`config.mk`:
```
export PLATFORM = sky130hd
export DESIGN_NAME = game_flow_ctl
export DESIGN_NICKNAME = d
export VERILOG_FILES = /design/src/rtl/game_flow_ctl_pkg.sv /design/src/rtl/game_flow_ctl_btn_frame_edge.sv /design/src/rtl/game_flow_ctl.sv
export SDC_FILE = /design/constraint.sdc
export NUM_CORES = 1
export LEC_CHECK = 0
export CORE_MARGIN = 8
export CORE_UTILIZATION = 49
export CTS_CLUSTER_DIAMETER = 150
export DETAILED_ROUTE_END_ITERATION = 6
export GPL_ROUTABILITY_DRIVEN = 0
export GPL_TIMING_DRIVEN = 0
export PLACE_DENSITY = 0.79
export SLEW_MARGIN = 10
export SYNTH_ARGS = -nofsm -noshare
export SYNTH_HDL_FRONTEND = slang
export SYNTH_SLANG_ARGS = --single-unit
```
`constraint.sdc`:
```
create_clock -name clk -period 3.55 [get_ports clk]
set_clock_uncertainty 0.05 [all_clocks]
set_input_delay 0.71 -clock clk [delete_from_list [all_inputs] [get_ports clk]]
set_output_delay 0.71 -clock clk [all_outputs]
set_load 0.02 [all_outputs]
```
`src/rtl/game_flow_ctl_pkg.sv`:
```
// ---------------------------------------------------------------------------
// game_flow_ctl_pkg
// Shared definitions for the Death Race game sequencer: the screen state
// codes (one-hot, so each screen select is a bare state-register bit), the
// default timing parameters and the end-of-round "best score" helper.
// ---------------------------------------------------------------------------
package game_flow_ctl_pkg;

    // One-hot screen states; bit positions match the screen select outputs.
    typedef enum logic [4:0] {
        ST_TITLE     = 5'b00001,
        ST_WAIT      = 5'b00010,
        ST_GAME_ON   = 5'b00100,
        ST_TIME_OUT  = 5'b01000,
        ST_HIGHSCORE = 5'b10000
    } state_e;

    localparam int DEF_FPS           = 60;
    localparam int DEF_ROUND_SECONDS = 60;
    localparam int DEF_WAIT_FRAMES   = 180;
    localparam int DEF_SHOW_FRAMES   = 240;

    // Score that competes for the high-score slot at the end of a round.
    function automatic logic [7:0] best_score(input logic       dual,
                                              input logic [7:0] p1,
                                              input logic [7:0] p2);
        if (dual && (p2 > p1)) return p2;
        return p1;
    endfunction

endpackage

```
`src/rtl/game_flow_ctl_btn_frame_edge.sv`:
```
// ---------------------------------------------------------------------------
// btn_frame_edge
// Synchronizes a raw push button into the clk domain and samples it once per
// frame, which debounces at frame rate. A press is a 0->1 change between two
// consecutive frame samples and is reported as a one-clk pulse coincident
// with frame_tick.
//   clk, rst    : clock, asynchronous active-low reset
//   btn         : raw asynchronous button
//   frame_tick  : one-clk pulse per frame
//   press       : one-clk press pulse (only ever high together with frame_tick)
// ---------------------------------------------------------------------------
module btn_frame_edge (
    input  logic clk,
    input  logic rst,
    input  logic btn,
    input  logic frame_tick,
    output logic press
);

    logic sync1_q, sync1_d;
    logic sync2_q, sync2_d;
    logic sample_q, sample_d;

    always_comb begin
        sync1_d  = btn;
        sync2_d  = sync1_q;
        sample_d = frame_tick ? sync2_q : sample_q;
    end

    // Current frame sample is the synchronized level; the stored one is the
    // previous frame's sample.
    assign press = frame_tick & sync2_q & ~sample_q;

    // NOTE: sequential state uses non-blocking assignments so every flop
    // samples pre-edge values regardless of statement order.
    always_ff @(posedge clk or negedge rst) begin
        if (!rst) begin
            sync1_q  <= 1'b0;
            sync2_q  <= 1'b0;
            sample_q <= 1'b0;
        end else begin
            sync1_q  <= sync1_d;
            sync2_q  <= sync2_d;
            sample_q <= sample_d;
        end
    end

endmodule

```
`src/rtl/game_flow_ctl.sv`:
```
// ---------------------------------------------------------------------------
// game_flow_ctl
// Death Race game sequencer. Steps the display through the title, get-ready,
// game-on, time-out and high-score screens; owns the round timer, the
// single/dual player mode and the high-score register; gates the car sprites.
//   clk, rst          : pixel clock, asynchronous active-low reset
//   vsync             : VGA vsync, active-high (asynchronous to the logic)
//   btn_start/btn_mode: raw buttons
//   p1_score/p2_score : player scores, 8-bit binary
//   title_sel .. highscore : one-hot screen selects
//   dual/single       : player mode
//   car1_en/car2_en   : car sprite enables
//   time_left         : seconds remaining in the round
//   high_score        : best score since reset
//   new_record        : last round set a new high score
// ---------------------------------------------------------------------------
module game_flow_ctl
    import game_flow_ctl_pkg::*;
#(
    parameter int FPS           = DEF_FPS,
    parameter int ROUND_SECONDS = DEF_ROUND_SECONDS,
    parameter int WAIT_FRAMES   = DEF_WAIT_FRAMES,
    parameter int SHOW_FRAMES   = DEF_SHOW_FRAMES
) (
    input  logic       clk,
    input  logic       rst,
    input  logic       vsync,
    input  logic       btn_start,
    input  logic       btn_mode,
    input  logic [7:0] p1_score,
    input  logic [7:0] p2_score,
    output logic       title_sel,
    output logic       wait_for_game,
    output logic       game_on,
    output logic       time_out,
    output logic       highscore,
    output logic       dual,
    output logic       single,
    output logic       car1_en,
    output logic       car2_en,
    output logic [6:0] time_left,
    output logic [7:0] high_score,
    output logic       new_record
);

    localparam logic [7:0] FPS_LAST   = 8'(FPS - 1);
    localparam logic [7:0] WAIT_LAST  = 8'(WAIT_FRAMES - 1);
    localparam logic [7:0] SHOW_LAST  = 8'(SHOW_FRAMES - 1);
    localparam logic [6:0] ROUND_LOAD = 7'(ROUND_SECONDS);

    // ---------------- vsync rising-edge detect -----------------------------
    // Two sync flops, an edge register, and a registered tick: the tick is
    // high in the third clk after vsync rises.
    logic vs_sync1_q, vs_sync2_q, vs_prev_q, frame_tick_q;
    logic frame_tick_d;

    always_comb frame_tick_d = vs_sync2_q & ~vs_prev_q;

    always_ff @(posedge clk or negedge rst) begin
        if (!rst) begin
            vs_sync1_q   <= 1'b0;
            vs_sync2_q   <= 1'b0;
            vs_prev_q    <= 1'b0;
            frame_tick_q <= 1'b0;
        end else begin
            vs_sync1_q   <= vsync;
            vs_sync2_q   <= vs_sync1_q;
            vs_prev_q    <= vs_sync2_q;
            frame_tick_q <= frame_tick_d;
        end
    end

    // ---------------- buttons ----------------------------------------------
    logic start_press, mode_press;

    btn_frame_edge u_start (
        .clk        (clk),
        .rst        (rst),
        .btn        (btn_start),
        .frame_tick (frame_tick_q),
        .press      (start_press)
    );

    btn_frame_edge u_mode (
        .clk        (clk),
        .rst        (rst),
        .btn        (btn_mode),
        .frame_tick (frame_tick_q),
        .press      (mode_press)
    );

    // ---------------- sequencer --------------------------------------------
    state_e     state_q, state_d;
    logic       dual_q, dual_d;
    logic [7:0] frame_cnt_q, frame_cnt_d;
    logic [6:0] time_left_q, time_left_d;
    logic [7:0] high_score_q, high_score_d;
    logic       new_record_q, new_record_d;
    logic [7:0] best;

    always_comb begin
        // NOTE: every variable gets a default first so no path leaves one
        // unassigned, which would otherwise infer a latch.
        state_d      = state_q;
        dual_d       = dual_q;
        frame_cnt_d  = frame_cnt_q;
        time_left_d  = time_left_q;
        high_score_d = high_score_q;
        new_record_d = new_record_q;
        best         = best_score(dual_q, p1_score, p2_score);

        if (frame_tick_q) begin
            unique case (state_q)
                ST_TITLE: begin
                    // Mode toggle and start on the same frame both take effect.
                    if (mode_press) dual_d = ~dual_q;
                    if (start_press) begin
                        state_d      = ST_WAIT;
                        frame_cnt_d  = '0;
                        new_record_d = 1'b0;
                    end
                end
                ST_WAIT: begin
                    if (frame_cnt_q == WAIT_LAST) begin
                        state_d     = ST_GAME_ON;
                        time_left_d = ROUND_LOAD;
                        frame_cnt_d = '0;
                    end else begin
                        frame_cnt_d = frame_cnt_q + 8'd1;
                    end
                end
                ST_GAME_ON: begin
                    if (frame_cnt_q == FPS_LAST) begin
                        frame_cnt_d = '0;
                        time_left_d = time_left_q - 7'd1;
                        // Leave on the same clk the timer reaches zero.
                        if (time_left_q == 7'd1) state_d = ST_TIME_OUT;
                    end else begin
                        frame_cnt_d = frame_cnt_q + 8'd1;
                    end
                end
                ST_TIME_OUT: begin
                    if (frame_cnt_q == SHOW_LAST) begin
                        frame_cnt_d = '0;
                        if (best > high_score_q) begin
                            high_score_d = best;
                            new_record_d = 1'b1;
                            state_d      = ST_HIGHSCORE;
                        end else begin
                            state_d = ST_TITLE;
                        end
                    end else begin
                        frame_cnt_d = frame_cnt_q + 8'd1;
                    end
                end
                ST_HIGHSCORE: begin
                    if (start_press || (frame_cnt_q == SHOW_LAST)) begin
                        state_d     = ST_TITLE;
                        frame_cnt_d = '0;
                    end else begin
                        frame_cnt_d = frame_cnt_q + 8'd1;
                    end
                end
                default: state_d = ST_TITLE;
            endcase
        end
    end

    always_ff @(posedge clk or negedge rst) begin
        if (!rst) begin
            state_q      <= ST_TITLE;
            dual_q       <= 1'b0;
            frame_cnt_q  <= '0;
            time_left_q  <= '0;
            high_score_q <= '0;
            new_record_q <= 1'b0;
        end else begin
            state_q      <= state_d;
            dual_q       <= dual_d;
            frame_cnt_q  <= frame_cnt_d;
            time_left_q  <= time_left_d;
            high_score_q <= high_score_d;
            new_record_q <= new_record_d;
        end
    end

    // ---------------- outputs ----------------------------------------------
    assign title_sel     = state_q[0];
    assign wait_for_game = state_q[1];
    assign game_on       = state_q[2];
    assign time_out      = state_q[3];
    assign highscore     = state_q[4];
    assign dual          = dual_q;
    assign single        = ~dual_q;
    assign car1_en       = state_q[2];
    assign car2_en       = state_q[2] & dual_q;
    assign time_left     = time_left_q;
    assign high_score    = high_score_q;
    assign new_record    = new_record_q;

endmodule

```
==> Word-level counts from Yosys, hierarchy flattened <==
Index checks and enable logic that the tools add are counted.
{ "totals": {"reg_bits": 40, "in_bits": 21, "output_inout_bits": 25, "elab_cells": 81} }
{ "op_classes": {"add_sub_neg": 2, "n_lt_le_gt_ge": 2, "eq_ne": 16, "muxes": 24, "bitwise": 10, "n_reduce_logical": 11} }
{ "op_table": {"columns": ["operator", "n"], "rows": [
  ["2-to-1 mux 8 bit", 7],
  ["case mux 8 bit (5 select lines)", 1],
  ["2-to-1 mux 5 bit", 7],
  ["case mux 5 bit (5 select lines)", 1],
  ["equality test 8 bit (second input constant)", 2],
  ["> comparator 8 bit", 2],
  ["2-to-1 mux 7 bit", 2],
  ["inequality test 2 bit (second input constant)", 7],
  ["case mux 7 bit (2 select lines)", 1],
  ["adder 8 x 1 -> 8 bit (second input constant)", 1],
  ["equality test 8 x 6 -> 1 bit (second input constant)", 1],
  ["AND reduction 4 bit", 2],
  ["equality test 7 x 1 -> 1 bit (second input constant)", 1],
  ["AND reduction 7 bit", 1],
  ["subtractor 7 x 1 -> 7 bit (second input constant)", 1],
  ["AND 1 bit", 6],
  ["AND reduction 3 bit", 2],
  ["equality test 5 x 1 -> 1 bit (second input constant)", 1],
  ["equality test 5 x 2 -> 1 bit (second input constant)", 1],
  ["equality test 5 x 3 -> 1 bit (second input constant)", 1],
  ["equality test 5 x 4 -> 1 bit (second input constant)", 1],
  ["equality test 5 bit (second input constant)", 1],
  ["AND reduction 5 bit", 1],
  ["nonzero test 5 bit", 1],
  ["other kinds (6)", 13]
]} }

==> Depth between registers and ports, before layout <==
{ "depth": {"ltp_word": 8, "depth_mapped": 14, "depth_no_buf": 14} }

==> Hierarchy <==
Synthesis repeated with hierarchy kept, for this count alone.
{ "unflattened": {"hier_cells": 242, "area_unflattened_um2": 2523.7} }
{ "by_module_without_submodules": {"columns": ["module", "n_inst", "cells_per_inst", "area_each_um2"], "rows": [
  ["game_flow_ctl", 1, 232, 2323.5],
  ["btn_frame_edge", 2, 5, 100.1]
]} }

==> Least setup slack after synthesis <==
OpenSTA, ideal clock, no wires.
{ "synth_path": {"path_kind": "input-to-reg", "start": "input p1_score[1]", "end": "register high_score_q[1] (netlist: high_score[1])", "setup_time_ps": 125, "arrival_ps": 3731, "required_time_ps": 3375, "path_slack_ps": -356, "stages": 14, "n_path_buf": 0, "path_cell_list": "inv_1 ha_1 nor2b_1 o211ai_1 a21oi_1 o21ai_1 mux2_2 ha_1 nor2b_1 o211ai_1 a21oi_1 o21ai_0 nor3_2 mux2_2"} }
{ "synth_via": {"elab_chain_cells": 6} }
{ "synth_lines": {"columns": ["element", "line", "source"], "rows": [
  ["start, declared", "game_flow_ctl.sv:30", "input logic [7:0] p1_score,"],
  ["> comparator 8 bit", "game_flow_ctl_pkg.sv:27", "if (dual && (p2 > p1)) return p2;"],
  ["logical AND 1 bit", "game_flow_ctl_pkg.sv:27", null],
  ["2-to-1 mux 1 bit", "game_flow_ctl_pkg.sv:27", null],
  ["2-to-1 mux 8 bit (*)", "game_flow_ctl_pkg.sv:28", "return p1;"],
  ["net best[1]", "game_flow_ctl.sv:99", "logic [7:0] best;"],
  ["> comparator 8 bit", "game_flow_ctl.sv:145", "if (best > high_score_q) begin"],
  ["AND reduction 4 bit (no line)", null, null],
  ["end signal, assigned", "game_flow_ctl.sv:182", "high_score_q <= high_score_d;"],
  ["end, declared", "game_flow_ctl.sv:97", "logic [7:0] high_score_q, high_score_d;"]
]} }
The timed path passes the listed nets; every way through them passes the cells marked *.
A chain may end at the register's enable or synchronous reset.

==> Final worst setup path <==
{ "layout_path": {"start": "input p1_score[1]", "end": "register state_q[4]"} }
{ "layout_via": {"elab_chain_cells": 8} }
{ "layout_lines": {"columns": ["element", "line", "source"], "rows": [
  ["> comparator 8 bit", "game_flow_ctl_pkg.sv:27", null],
  ["logical AND 1 bit", "game_flow_ctl_pkg.sv:27", null],
  ["2-to-1 mux 1 bit", "game_flow_ctl_pkg.sv:27", null],
  ["2-to-1 mux 8 bit", "game_flow_ctl_pkg.sv:28", null],
  ["net best[6]", "game_flow_ctl.sv:99", null],
  ["> comparator 8 bit", "game_flow_ctl.sv:145", null],
  ["2-to-1 mux 5 bit", "game_flow_ctl.sv:145", null],
  ["2-to-1 mux 5 bit", "game_flow_ctl.sv:143", "if (frame_cnt_q == SHOW_LAST) begin"],
  ["case mux 5 bit (5 select lines)", "game_flow_ctl.sv:113", "unique case (state_q)"],
  ["end signal, assigned", "game_flow_ctl.sv:178", "state_q <= state_d;"],
  ["end, declared", "game_flow_ctl.sv:93", "state_e state_q, state_d;"]
]} }
The timed path passes the listed nets, and every way through them passes these cells. The select of a mux whose other input is x is not followed.

==> run_results.csv <==
group,metric,value,unit
die,rows,26,
global_routing,antenna_found_initial,0,
clock_tree,cts_inserted_buffers,5,
global_routing,grt_usage,15.9,%
sta,max_slew_margin,66.4,%
yosys,synthesis.nets,299,
finish,drive_above_1_share,27.5,%
clock_tree,cts-htree-levels,2,
worst_setup_path,cp.required,3.73,ns
finish,layout.nets,359,
sta,rsz0062_at_grt,"true",
drt,vias,2137,
global_routing,grt_pass1_vias,2138,
yosys,synth-seq-cells,40,
finish,syn_to_final_growth,38.4,%
sta,finalSetupViolations,0,
sta,hold_viol,0,
finish,diodes,0,
sta,fin_hold_ws,0.298,ns
clock_tree,cts-root-buf,"clkbuf_8",
drt,drtAntennaViolNets,0,
run,maxCapViolCount,0,
finish,stdcell_count,390,
pwr,max-vdd-ir-drop,0.297,mV
place,place_hpwl,4190,microns
drt,drt_iter0_drc,119,
yosys,yosysWarningCount,0,
drt,drc_errors,0,
place,port_buffers,45,
die,initial_core_util,49.7,%
finish,n_fill_cell,368,
yosys,syn_area_per_cell,9.56,sq um
die,fp.dieW,87.1,microns
worst_setup_path,crit_type,"input pin to register",
pwr,p_leak,1.46,nW
pwr,seqPwrFrac,33.4,%
global_routing,overflow,0,
pwr,p_sw_share,36.8,%
yosys,ys.flop_type,"dfrtp_1",
clock_tree,clock_sink_count,40,
run_status,status,"complete, no violations",
yosys,yosys.cell_types.count,49,
drt,wl_per_cell,15.3,microns
pwr,p_comb_share,44.8,%
yosys,syn_area,2480,sq um
die,boundaryPins,46,
drt,firstDrtPassIters,4,
sta,min_period_over_period,97.9,%
global_routing,grt_pass1_wl,9560,microns
die,die-area,7580,sq um
clock_tree,tritoncts,"yes",
pwr,pwr_density_cell,497,nW/um^2
pwr,p_switching,627,uW
drt,drt-vias-per-instance,5.48,
yosys,ys_seq_area_share,40.5,%
yosys,synth_edf_count,0,
clock_tree,cts_max_path_buffers,2,
clock_tree,clk_latency,0.29,ns
sta,fin_crit,3.47,ns
pwr,p_int,1.08,mW
worst_setup_path,critPathArrivalTime,3.65,ns
sta,fin_tns_setup,0,ns
die,die_h,87.1,microns
hold_path,hold_class,"input pin to asynchronous set/reset pin",
worst_setup_path,cp-start-kind,"input pin",
pwr,clock_power_share,21.8,%
yosys,async_flop_share,100,%
place,numPlacedInstances,375,
yosys,synth_cells,259,
sta,setup_ws,0.0756,ns
global_routing,grt_max_degree,25,
drt,wirelength,5980,microns
clock_tree,cts.clk_slew.worst_paths,0.08,ns
worst_setup_path,crit_fanout,4,
sta,max_slew.worst_pin.slew,0.501,ns
sta,fmax,0.288,GHz
sta,drv_slew,0,
die,core_area,4980,sq um
worst_setup_path,cp-end-kind,"register",
place,pre_cts_ws,-0.993,ns
==> worst max-delay path, cell delays in order <==
cell	delay [ns]
buf_8	0.10
inv_4	0.04
ha_4	0.18
nor2b_1	0.12
o211ai_1	0.20
a21oi_2	0.11
o21ai_4	0.20
buf_12	0.14
mux2_2	0.37
ha_4	0.28
nand4_1	0.15
a21oi_2	0.21
o21ai_4	0.09
buf_4	0.15
or4_4	0.52
o21ai_2	0.07
==> power by group through the flow <==
stage / combinational (mW) / clock [mW] / sequential, mW
detailed placement: 0.680 / 0 / 0.575
floorplan: 0.415 / 0 / 0.606
global placement: 0.659 / 0 / 0.574
CTS: 0.716 / 0.378 / 0.567
finish: 0.764 / 0.371 / 0.569
global route: 0.830 / 0.396 / 0.576
==> placed cells by master, fill, tap and decap left out, types with 8 or more instances in the layout <==
| master | instances |
|---|---|
| dfrtp_1 | 39 |
| clkdlybuf4s50_1 | 28 |
| inv_1 | 22 |
| nand2_1 | 17 |
| nand3_1 | 15 |
| nor2_1 | 12 |
| o21ai_0 | 12 |
| mux2_4 | 11 |
| clkbuf_2 | 11 |
| ha_4 | 11 |
| nand4_1 | 8 |
==> worst paths after layout <==
kind	cells after the start	start	endpoint	slack (ns)
worst min-delay path	1	rst	time_left[0]$_DFFE_PN0P_	0.30
max in group asynchronous	2	rst	high_score[5]$_DFFE_PN0P_	2.69
min in group clk	0	u_start.sync1_q$_DFF_PN0_	u_start.sync2_q$_DFF_PN0_	0.30
worst max register to register	13	dual$_DFFE_PN0P_	state_q[4]$_DFFE_PN0P_	0.71
worst min register to register	0	u_start.sync1_q$_DFF_PN0_	u_start.sync2_q$_DFF_PN0_	0.30
worst max-delay path	16	p1_score[1]	state_q[4]$_DFFE_PN0P_	0.08
==> state kept, by name (all words and copies together) (netlist names) <==
| signal | flops |
|---|---|
| dual | 1 |
| frame_cnt_q | 8 |
| frame_tick_q | 1 |
| high_score | 8 |
| new_record | 1 |
| state_q | 5 |
| time_left | 7 |
| u_mode.sample_q | 1 |
| u_mode.sync1_q | 1 |
| u_mode.sync2_q | 1 |
| u_start.sample_q | 1 |
| u_start.sync1_q | 1 |
| u_start.sync2_q | 1 |
| vs_prev_q | 1 |
| vs_sync1_q | 1 |
| vs_sync2_q | 1 |
==> routing by layer <==
metal  up-vias  global-route usage [%]  routed length (microns)
met5         -                       0                        0
li1       1046                       -                        -
met2        51                    27.7                     3050
met1      1030                    18.4                     2530
met3        10                    3.40                      297
met4         0                    6.42                      109
==> what timing repair did <==
action,4_1_cts,5_1_grt
pin swaps,19,14
resized for setup,43,44
setup endpoints to repair,11,9
hold buffers,0,0
buffers inserted,3,4
==> Yosys cell counts (all sizes together), types with 3 or more instances <==
| cell type | count | area [sq um] |
|---|---|---|
| a21boi | 5 | 37.5 |
| nand2 | 17 | 63.8 |
| mux2i | 6 | 60.1 |
| ha | 19 | 238 |
| inv | 29 | 109 |
| nand4 | 8 | 50.1 |
| mux2 | 17 | 191 |
| nor2 | 14 | 55.1 |
| o22a | 3 | 26.3 |
| and3 | 5 | 31.3 |
| o211ai | 5 | 42.5 |
| dfrtp | 39 | 976 |
| o22ai | 3 | 18.8 |
| nand3b | 3 | 22.5 |
| nor3 | 7 | 40.0 |
| a21oi | 10 | 50.1 |
| buf | 4 | 28.8 |
| o21ai | 18 | 97.6 |
| nand3 | 15 | 75.1 |
| nor2b | 5 | 31.3 |
==> per-stage QoR <==
stage | total power, mW | instance area (sq um) | util (%)
after floorplan | 1.02 | 2520 | -
after global placement | 1.23 | 3060 | 61.5
after detailed placement | 1.26 | 3090 | 62.0
after CTS | 1.66 | 3350 | 67.3
after global routing | 1.80 | 3430 | 68.9
final | 1.70 | 3430 | 68.9
==> logic make-up (layout without fill, tap and decap cells) <==
| family | after synthesis | count (layout) | share of synthesized area, % |
|---|---|---|---|
| AND/OR/NAND/NOR | 86 | 86 | 18.7 |
| AO/OA/AOI/OAI | 53 | 53 | 14.0 |
| flip-flops | 40 | 40 | 40.5 |
| buffers and inverters | 35 | 96 | 5.91 |
| multiplexers | 23 | 23 | 10.2 |
| adder cells (fa/ha/maj) | 19 | 19 | 9.60 |
| XOR/XNOR | 3 | 3 | 1.06 |
==> cell type report <==
cell class | instances | area, sq um | share of cell area (%)
multi-input cells | 184 | 1570 | 45.8
clock buffers | 5 | 68.8 | 2.01
clock inverters | 3 | 42.5 | 1.24
inverters | 29 | 111 | 3.25
repair buffers | 53 | 508 | 14.8
flip-flops and latches | 40 | 1000 | 29.2
well taps | 70 | 87.6 | 2.56
plain buffers | 6 | 37.5 | 1.10
(Power assumes the default switching activity.)
